$ cat src/rtl/shl_iter.sv
// rtl/shl_iter.sv - multi-cycle 16-bit logical-left / rotate-left shifter with valid/ready handshake
module shl_iter #(
    parameter int WIDTH = 16,
    parameter int SHW   = 4,
    parameter int STEP  = 1
) (
    input  logic             clk,
    input  logic             rst,
    input  logic             flush,
    input  logic             in_valid,
    output logic             in_ready,
    input  logic [WIDTH-1:0] in_data,
    input  logic [SHW-1:0]   in_amt,
    input  logic             in_mode,
    output logic             out_valid,
    input  logic             out_ready,
    output logic [WIDTH-1:0] out_data,
    output logic             busy
);

    typedef enum logic [1:0] {
        IDLE  = 2'd0,
        SHIFT = 2'd1,
        DONE  = 2'd2
    } state_t;

    localparam logic [SHW-1:0] STEP_AMT = SHW'(STEP);

    state_t             state;
    logic [WIDTH-1:0]   data_r;
    logic [SHW-1:0]     rem_r;
    logic               mode_r;

    logic [SHW-1:0]     k;
    logic [2*WIDTH-1:0] dbl;
    logic [WIDTH-1:0]   sll_v;
    logic [WIDTH-1:0]   rol_v;

    // Per-cycle step: never shift past the remaining amount; rotate via a doubled word
    always_comb begin
        k     = (rem_r < STEP_AMT) ? rem_r : STEP_AMT;
        dbl   = {data_r, data_r} << k;
        sll_v = data_r << k;
        rol_v = dbl[2*WIDTH-1:WIDTH];
    end

    // Control FSM; handshake flags are registered alongside the state they decode
    always_ff @(posedge clk or posedge rst) begin
        if (rst) begin
            state     <= IDLE;
            data_r    <= '0;
            rem_r     <= '0;
            mode_r    <= 1'b0;
            in_ready  <= 1'b1;
            out_valid <= 1'b0;
            busy      <= 1'b0;
        end else if (flush) begin
            // Abort wins over accept and completion; data_r is deliberately kept
            state     <= IDLE;
            rem_r     <= '0;
            in_ready  <= 1'b1;
            out_valid <= 1'b0;
            busy      <= 1'b0;
        end else begin
            case (state)
                IDLE: begin
                    if (in_valid) begin
                        data_r   <= in_data;
                        rem_r    <= in_amt;
                        mode_r   <= in_mode;
                        in_ready <= 1'b0;
                        busy     <= 1'b1;
                        if (in_amt == '0) begin
                            state     <= DONE;
                            out_valid <= 1'b1;
                        end else begin
                            state <= SHIFT;
                        end
                    end
                end
                SHIFT: begin
                    data_r <= mode_r ? rol_v : sll_v;
                    rem_r  <= rem_r - k;
                    if (rem_r == k) begin
                        state     <= DONE;
                        out_valid <= 1'b1;
                    end
                end
                DONE: begin
                    // Return to IDLE first so no request is taken in the transfer cycle
                    if (out_ready) begin
                        state     <= IDLE;
                        out_valid <= 1'b0;
                        in_ready  <= 1'b1;
                        busy      <= 1'b0;
                    end
                end
                default: begin
                    state     <= IDLE;
                    in_ready  <= 1'b1;
                    out_valid <= 1'b0;
                    busy      <= 1'b0;
                end
            endcase
        end
    end

    assign out_data = data_r;

endmodule

$ cat config.mk
export PLATFORM = sky130hd
export DESIGN_NAME = shl_iter
export DESIGN_NICKNAME = d
export VERILOG_FILES = /design/src/rtl/shl_iter.sv
export SDC_FILE = /design/constraint.sdc
export NUM_CORES = 1
export LEC_CHECK = 0
export CAP_MARGIN = 15
export CORE_UTILIZATION = 45
export CTS_BUF_LIST = sky130_fd_sc_hd__clkbuf_8
export CTS_CLUSTER_DIAMETER = 60
export DETAILED_ROUTE_END_ITERATION = 10
export GPL_TIMING_DRIVEN = 0
export PLACE_DENSITY = 0.77
export SYNTH_ARGS = -nofsm -noshare
export SYNTH_HDL_FRONTEND = slang
export SYNTH_SLANG_ARGS = --single-unit
export TNS_END_PERCENT = 30
$ cat constraint.sdc
create_clock -name clk -period 2.53 [get_ports clk]
set_input_delay 0.253 -clock clk [delete_from_list [all_inputs] [get_ports clk]]
set_output_delay 0.253 -clock clk [all_outputs]
set_load 0.01 [all_outputs]
-- Yosys cells after proc, flatten, opt, wreduce, memory -nomap -nowiden
Cells that the tools add are included.
- add/sub/neg operators: 1
- $lt $le $gt $ge: 1
- equality and inequality tests: 9
- shifts and indexed selects: 2
- multiplexer cells: 26
- bitwise operators: 1
- reductions and logical operators: 10
- operators with widths (kind ; count):
    $mux 16 ; 2
    $pmux 16 s2 ; 1
    $shl 32x4->32 ; 1
    $shl 16x4->16 ; 1
    $mux 4 ; 3
    $ne 3x3->1 const B ; 4
    $reduce_and 3->1 ; 4
    $mux 1 ; 10
    $mux 2 ; 5
    $pmux 1 s3 ; 3
    $pmux 4 s2 ; 1
    $pmux 2 s3 ; 1
    $eq 4x4->1 ; 1
    $logic_not 4->1 ; 1
    $lt 4x1->1 const B ; 1
    $ne 2x2->1 const B ; 2
    $reduce_and 4->1 ; 1
    $sub 4x4->4 ; 1
    $reduce_bool 3->1 ; 1
    $eq 2x1->1 const B ; 1
    $eq 2x2->1 const B ; 1
    $logic_not 2->1 ; 1
    $reduce_and 2->1 ; 1
    $reduce_bool 2->1 ; 1
    $not 1->1 ; 1
- register bits: 26

-- Logic depth before layout (Yosys ltp)
Gate-level depths: netlist of run 1.
- depth in word-level cells: 6
- mapped depth: 7

-- Least setup slack after synthesis of run 1
OpenSTA, ideal clock, no wires.
- path kind: register to register
- start: register rem_r[3]
- end: register out_valid
- setup time: 65 ps
- arrival time: 1798 ps
- path slack: 667 ps
- stages on the path, launching flop included: 7
- path buffers: 0
- clock period less this slack: 1863 ps
- path through: dfrtp_1 > nor4_4 > or2_2 > ha_1 > nor3b_1 > o2bb2ai_1 > a2bb2o_1
- word-level cells in the longest chain between the ends: 5
- RTL lines (item ; line ; source):
    from (decl) ; 31 ; logic [SHW-1:0] rem_r;
    from (signal assigned) ; 69 ; rem_r <= in_amt;
    from (signal assigned) ; 83 ; rem_r <= rem_r - k;
    $lt 4x1->1 ; 41 ; k = (rem_r < STEP_AMT) ? rem_r : STEP_AMT;
    $mux 4 ; 41 ;
    $eq 4x4->1 (*) ; 84 ; if (rem_r == k) begin
    $ne 3x3->1 (no line) (*) ; - ;
    $reduce_and 4->1 (no line) (*) ; - ;
    to (signal assigned) ; 55 ; out_valid <= 1'b0;
    to (signal assigned) ; 86 ; out_valid <= 1'b1;
    to (signal assigned) ; 93 ; out_valid <= 1'b0;
    to (decl) ; 15 ; output logic out_valid,
Every way passes the cells marked *; elsewhere a longest branch is shown, timed or not.
A chain may end at the register's enable or synchronous reset.

-- Final worst setup path of run 1
- start: register rem_r[0]
- end: register out_valid
Same word-level chain as after synthesis.

==> impl_metrics.ini, run 1 <==
[worst_setup_path]
worstPathArrival_ps = 2460
crit_type = reg2reg
cp_max_fo = 10
crit_path_end_kind = flop
startpoint_type = flop
crit_required_ps = 2740

[synthesis]
avgSynthCellArea_um2 = 10.8
synthFlopType = dfrtp_1
synth_fp_nets = 167
yosysWarnings = 0
synth_top_area_cell = dfrtp_1
synth-seq-cells = 26
ys_async_sr_fraction_pct = 100
synth_edf_count = 0
yosysSeqAreaShare_pct = 43.6
synth_cell_types = 39
synth_area_leaders = dfrtp_1 (42%), a2bb2oi_1 (9.4%), o22ai_1 (6.7%)
synth_cells = 139
synth_common_cells = dfrtp_1 (25), a2bb2oi_1 (16), o22ai_1 (16)
synth_top_cell_area_share_pct = 41.8
synth_area_um2 = 1500
synth.most_common_cell = dfrtp_1

[pwr]
power_mw = 2.50
ir_drop_uv = 529
power_density_nw_per_um2 = 1230
power_leakage_nw = 0.797

[die]
initial_utilization_pct = 48.2
die_y_um = 59.7
die_area_um2 = 3560
core-area_um2 = 3100
io_pins = 45
core.rowCount = 20
die-width_um = 59.7

[grt]
grtUsageTotal_pct = 24.2
grt_pass1_wl_mm = 6.49
grt_max_degree = 27
antenna_found_initial = 0
gr-total-overflow = 0
grt_pass1_vias = 1388

[layout]
drive_gt1_share_pct = 16.7
instances_no_fill = 230
areaGrowthSynthToFinish_pct = 36.1
fillCellCount = 305
utilization_pct = 65.6
diodes = 0
final_nets = 215

[timing]
worst_pin_slew_ps = 979
fin_setup_tns_ps = 0
hold_violations = 0
max_slew_margin_pct = 34.7
final.period_utilization_pct = 89.0
fin_worst_skew_ps = 1.75
report.final.setup_viol = 0
rsz0062_at_grt = false
min_period_ps = 2250
fmax_mhz = 444
finalMaxSlewViolations = 0

[detailed_routing]
vias = 1350
drc_errors = 0
final_antenna_net_count = 0
dr.pass1.iters = 4
via_per_inst = 5.87
avgRoutedWirePerCell_um = 17.0
wl_mm = 3.92
drt_iter0_drc = 50

[cts]
cts_tree = yes
clock-sinks = 26
post_cts_resize_count = 0
cts_setup_buffers = 0
clkLatencyLatePin_ps = 260
htreeDepth = 1
cts_buffers = 3
hold_buffers = 0
clockBufferDepth = 2
root_buffer = clkbuf_8
clk_pin_slew_ps = 90

[place]
placed_cells = 226
routabilityCongestion = 0.920
hpwlAfterDp_mm = 2.92
port_buffers = 43

[status]
status = completed

[run]
max_cap_violations = 0

[hold_path]
hp-class = in2reg
==> path summary, 6_finish.rpt <==
path	depth (start not counted)	slack, ps	from	endpoint
worst max-delay path	6	280	rem_r[0]	out_valid
worst min-delay path	3	360	flush	in_ready
worst max register to register	6	280	rem_r[0]	out_valid
worst min register to register	1	500	busy	busy
max in group asynchronous	2	1420	rst	out_data[13]
min in group asynchronous	2	520	rst	out_data[5]
==> placed cells by master, fill, tap and decap left out, drive strengths merged, types with 2 or more instances in the layout <==
cell type,instances
clkdlybuf4s50,43
nor2,6
o22ai,17
o21ai,5
or2,2
dfrtp,25
a2bb2oi,16
ha,2
nor3,2
nor4,2
o2bb2ai,3
mux2i,2
or3b,17
o21a,2
nor3b,2
nand2b,2
buf,7
clkbuf,9
a21oi,3
inv,6
==> metal layers <==
metal / part of all wire [%] / routed length [µm] / track usage [%]
met5: 0 / 0 / 0
met4: 1.6 / 61 / 9.30
met3: 4.2 / 166 / 2.81
met2: 49 / 1940 / 41.0
met1: 45 / 1750 / 31.7
==> flip-flops by register name, indices dropped and copies added (netlist names) <==
name	cells
busy	1
in_ready	1
mode_r	1
out_data	16
out_valid	1
rem_r	4
state	2
==> worst max-delay path, cell delays in order (launching register included) <==
cell	delay (ps)
dfrtp_1	450
nor4_4	670
or2_2	240
ha_1	140
nor3b_1	310
o2bb2ai_1	130
a2bb2o_1	260
==> kinds of logic (layout without fill, tap and decap cells) <==
group	after synthesis	count (layout)	share of synthesized area (%)
compound gates	53	53	27.5
mux	3	3	2.09
fa+ha+maj	2	2	1.67
flops	26	26	43.6
buf+inv	18	65	6.02
simple gates	37	37	19.1
==> metrics by stage <==
step	hold WS, ps	setup slack, ps	instance area [µm²]
5_1_grt	386	172	2040
2_1_floorplan	292	667	1500
4_1_cts	376	289	2040
3_3_place_gp	478	368	1980
3_5_place_dp	483	311	1980
6_report	361	279	2040
==> cell type report <==
| type | instances | area [µm²] | area share (%) |
|---|---|---|---|
| Tap cell | 44 | 55.1 | 2.70 |
| Multi-Input combinational cell | 95 | 754 | 37.0 |
| Buffer | 12 | 67.6 | 3.32 |
| Sequential cell | 26 | 652 | 32.0 |
| Clock buffer | 4 | 55.1 | 2.70 |
| Timing Repair Buffer | 43 | 430 | 21.1 |
| Inverter | 6 | 22.5 | 1.11 |
==> report_power, final <==
part / internal (mW) / total (mW) / switching, mW
sequential: 0.603 / 0.766 / 0.162
clock: 0.139 / 0.262 / 0.123
combinational: 0.789 / 1.47 / 0.681
total: 1.53 / 2.50 / 0.966
No activity file was read; power rests on OpenSTA's default activity.
==> run 2, diff against run 1 <==
==> constraint.sdc (replaced) <==
create_clock -name clk -period 2.34 [get_ports clk]
set_input_delay 0.234 -clock clk [delete_from_list [all_inputs] [get_ports clk]]
set_output_delay 0.234 -clock clk [all_outputs]
set_load 0.01 [all_outputs]
==> run 2 against run 1 <==
Clock skew increased by 1.3 ps. First-iteration DRC count increased by 32%. Non-clock buffer count increased by 3. Register-to-register slack improved by 150 ps. Worst setup slack improved by 150 ps. Cell count increased by 1.3%. Critical path depth unchanged. Global-route usage unchanged. Hold slack got worse by 6.0 ps. Clock power increased by 9.9%. Via count increased by 1.9%. Power increased by 12%. Largest cell class unchanged. Largest power group unchanged.
==> impl_metrics.ini, run 2 (synthesized netlist as in run 1, its figures left out) <==
[worst_setup_path]
crit_path_end = out_valid
crit_required_ps = 2560
reg2reg_to = out_valid
r2r_cells = 6
rr_startpoint = rem_r[0]
worstPathArrival_ps = 2120
cp_max_fo = 5
critical_path.startpoint = rem_r[0]
r2r_setup_slack_ps = 430
startpoint_type = flop
crit_type = reg2reg
crit_path_end_kind = flop

[grt]
grt_pass1_wl_mm = 6.49
antenna_found_initial = 0
grt_max_degree = 27
grtUsageTotal_pct = 24.2
gr-total-overflow = 0
grt_pass1_vias = 1388

[layout]
final_nets = 218
diodes = 0
layout_commonest_cell = clkdlybuf4s50_1
multi_input_area_um2 = 754
fillCellCount = 302
area.sequential_um2 = 652
largest_reg_flops = 16
areaGrowthSynthToFinish_pct = 37.6
drive_gt1_share_pct = 18.0
final_cell_mix = clkdlybuf4s50_1 (43), dfrtp_1 (25), o22ai_1 (16), a2bb2oi_1 (16), or3b_2 (10)

[status]
status = completed

[place]
port_buffers = 43
hpwlAfterDp_mm = 2.92
routabilityCongestion = 0.920

[die]
io_pins = 45
initial_utilization_pct = 48.2
die_y_um = 59.7
core.rowCount = 20
die-width_um = 59.7
core-area_um2 = 3100
die_area_um2 = 3560

[cts]
hold_buffers = 0
cts_tree = yes
htreeDepth = 1
cts_setup_buffers = 0
clock-sinks = 26
clockBufferDepth = 2
cts_buffers = 3
clkLatencyLatePin_ps = 270
clk_pin_slew_ps = 90
post_cts_resize_count = 0
root_buffer = clkbuf_8

[timing]
report.final.setup_viol = 0
max_slew_margin_pct = 33.0
fin_setup_tns_ps = 0
rsz0062_at_grt = false
worst_pin_slew_ps = 1000
min_period_ps = 1910
finalMaxSlewViolations = 0
fin_worst_skew_ps = 3.09
fmax_mhz = 524
final.period_utilization_pct = 81.5
hold_violations = 0

[detailed_routing]
final_antenna_net_count = 0
avgRoutedWirePerCell_um = 17.5
drc_errors = 0
dr.pass1.iters = 4
via_per_inst = 5.91
wl_mm = 4.07
drt_iter0_drc = 66
vias = 1376

[pwr]
seq_power_share_pct = 29.7
power_mw = 2.79
internal_power_mw = 1.71
p_clk_share_pct = 10.3
power_leakage_nw = 0.812
switching_share_pct = 38.7
combPwrFrac_pct = 59.9
power_density_nw_per_um2 = 1350
switchingPower_mw = 1.08
ir_drop_uv = 572

[run]
max_cap_violations = 0

[hold_path]
hp-class = in2reg
[run 2: cell types whose count changed in the layout (fill, tap and decap cells not counted), sizes merged]
cell and delta:
buf +3
[run 2: final cells by class]
type / count / area share [%]
multi-input cells: 95 / 36.6
flip-flops and latches: 26 / 31.7
clock buffers: 4 / 2.67
well taps: 44 / 2.67
repair buffers: 46 / 22.0
inverters: 6 / 1.09
plain buffers: 12 / 3.28
[run 2: per-layer routing]
metal	vias up	GRT usage (%)	routed length, µm
met1	690	31.7	1810
li1	635	-	-
met4	0	9.30	51
met3	6	2.81	160
met5	-	0	0
met2	45	41.0	2050
[run 2: power groups by stage]
stage	clock, mW	combinational (mW)	sequential (mW)
6_report	0.288	1.67	0.828
5_1_grt	0.307	1.81	0.852
4_1_cts	0.292	1.59	0.826
3_5_place_dp	0	1.59	0.833
3_3_place_gp	0	1.55	0.821
2_1_floorplan	0	0.954	0.867
[run 2: critical path: stages, from the launching register on]
cell	delay, ps
dfrtp_1	460
nor4_4	380
or2_2	180
ha_1	140
nor3b_1	300
o2bb2ai_1	130
a2bb2o_1	260
[run 2: worst min-delay path by stage]
| stage | slack [ps] | start | endpoint | cells past startpoint |
|---|---|---|---|---|
| floorplan | 270 | rst | busy | 1 |
| global placement | 480 | busy | busy | 1 |
| detailed placement | 480 | busy | busy | 1 |
| CTS | 360 | flush | in_ready | 3 |
| global route | 370 | flush | in_ready | 3 |
| finish | 350 | flush | in_ready | 3 |
[run 2: through the flow]
step / area [µm²] / hold WS (ps) / utilization, % / instances / worst slack, ps
after global routing: 2060 / 367 / 66.4 / 233 / 378
after global placement: 1980 / 478 / 63.9 / 226 / 178
final: 2060 / 355 / 66.4 / 233 / 433
after floorplan: 1500 / 273 / - / 139 / 477
after detailed placement: 1980 / 483 / 63.9 / 226 / 121
after CTS: 2040 / 357 / 65.6 / 230 / 99.0
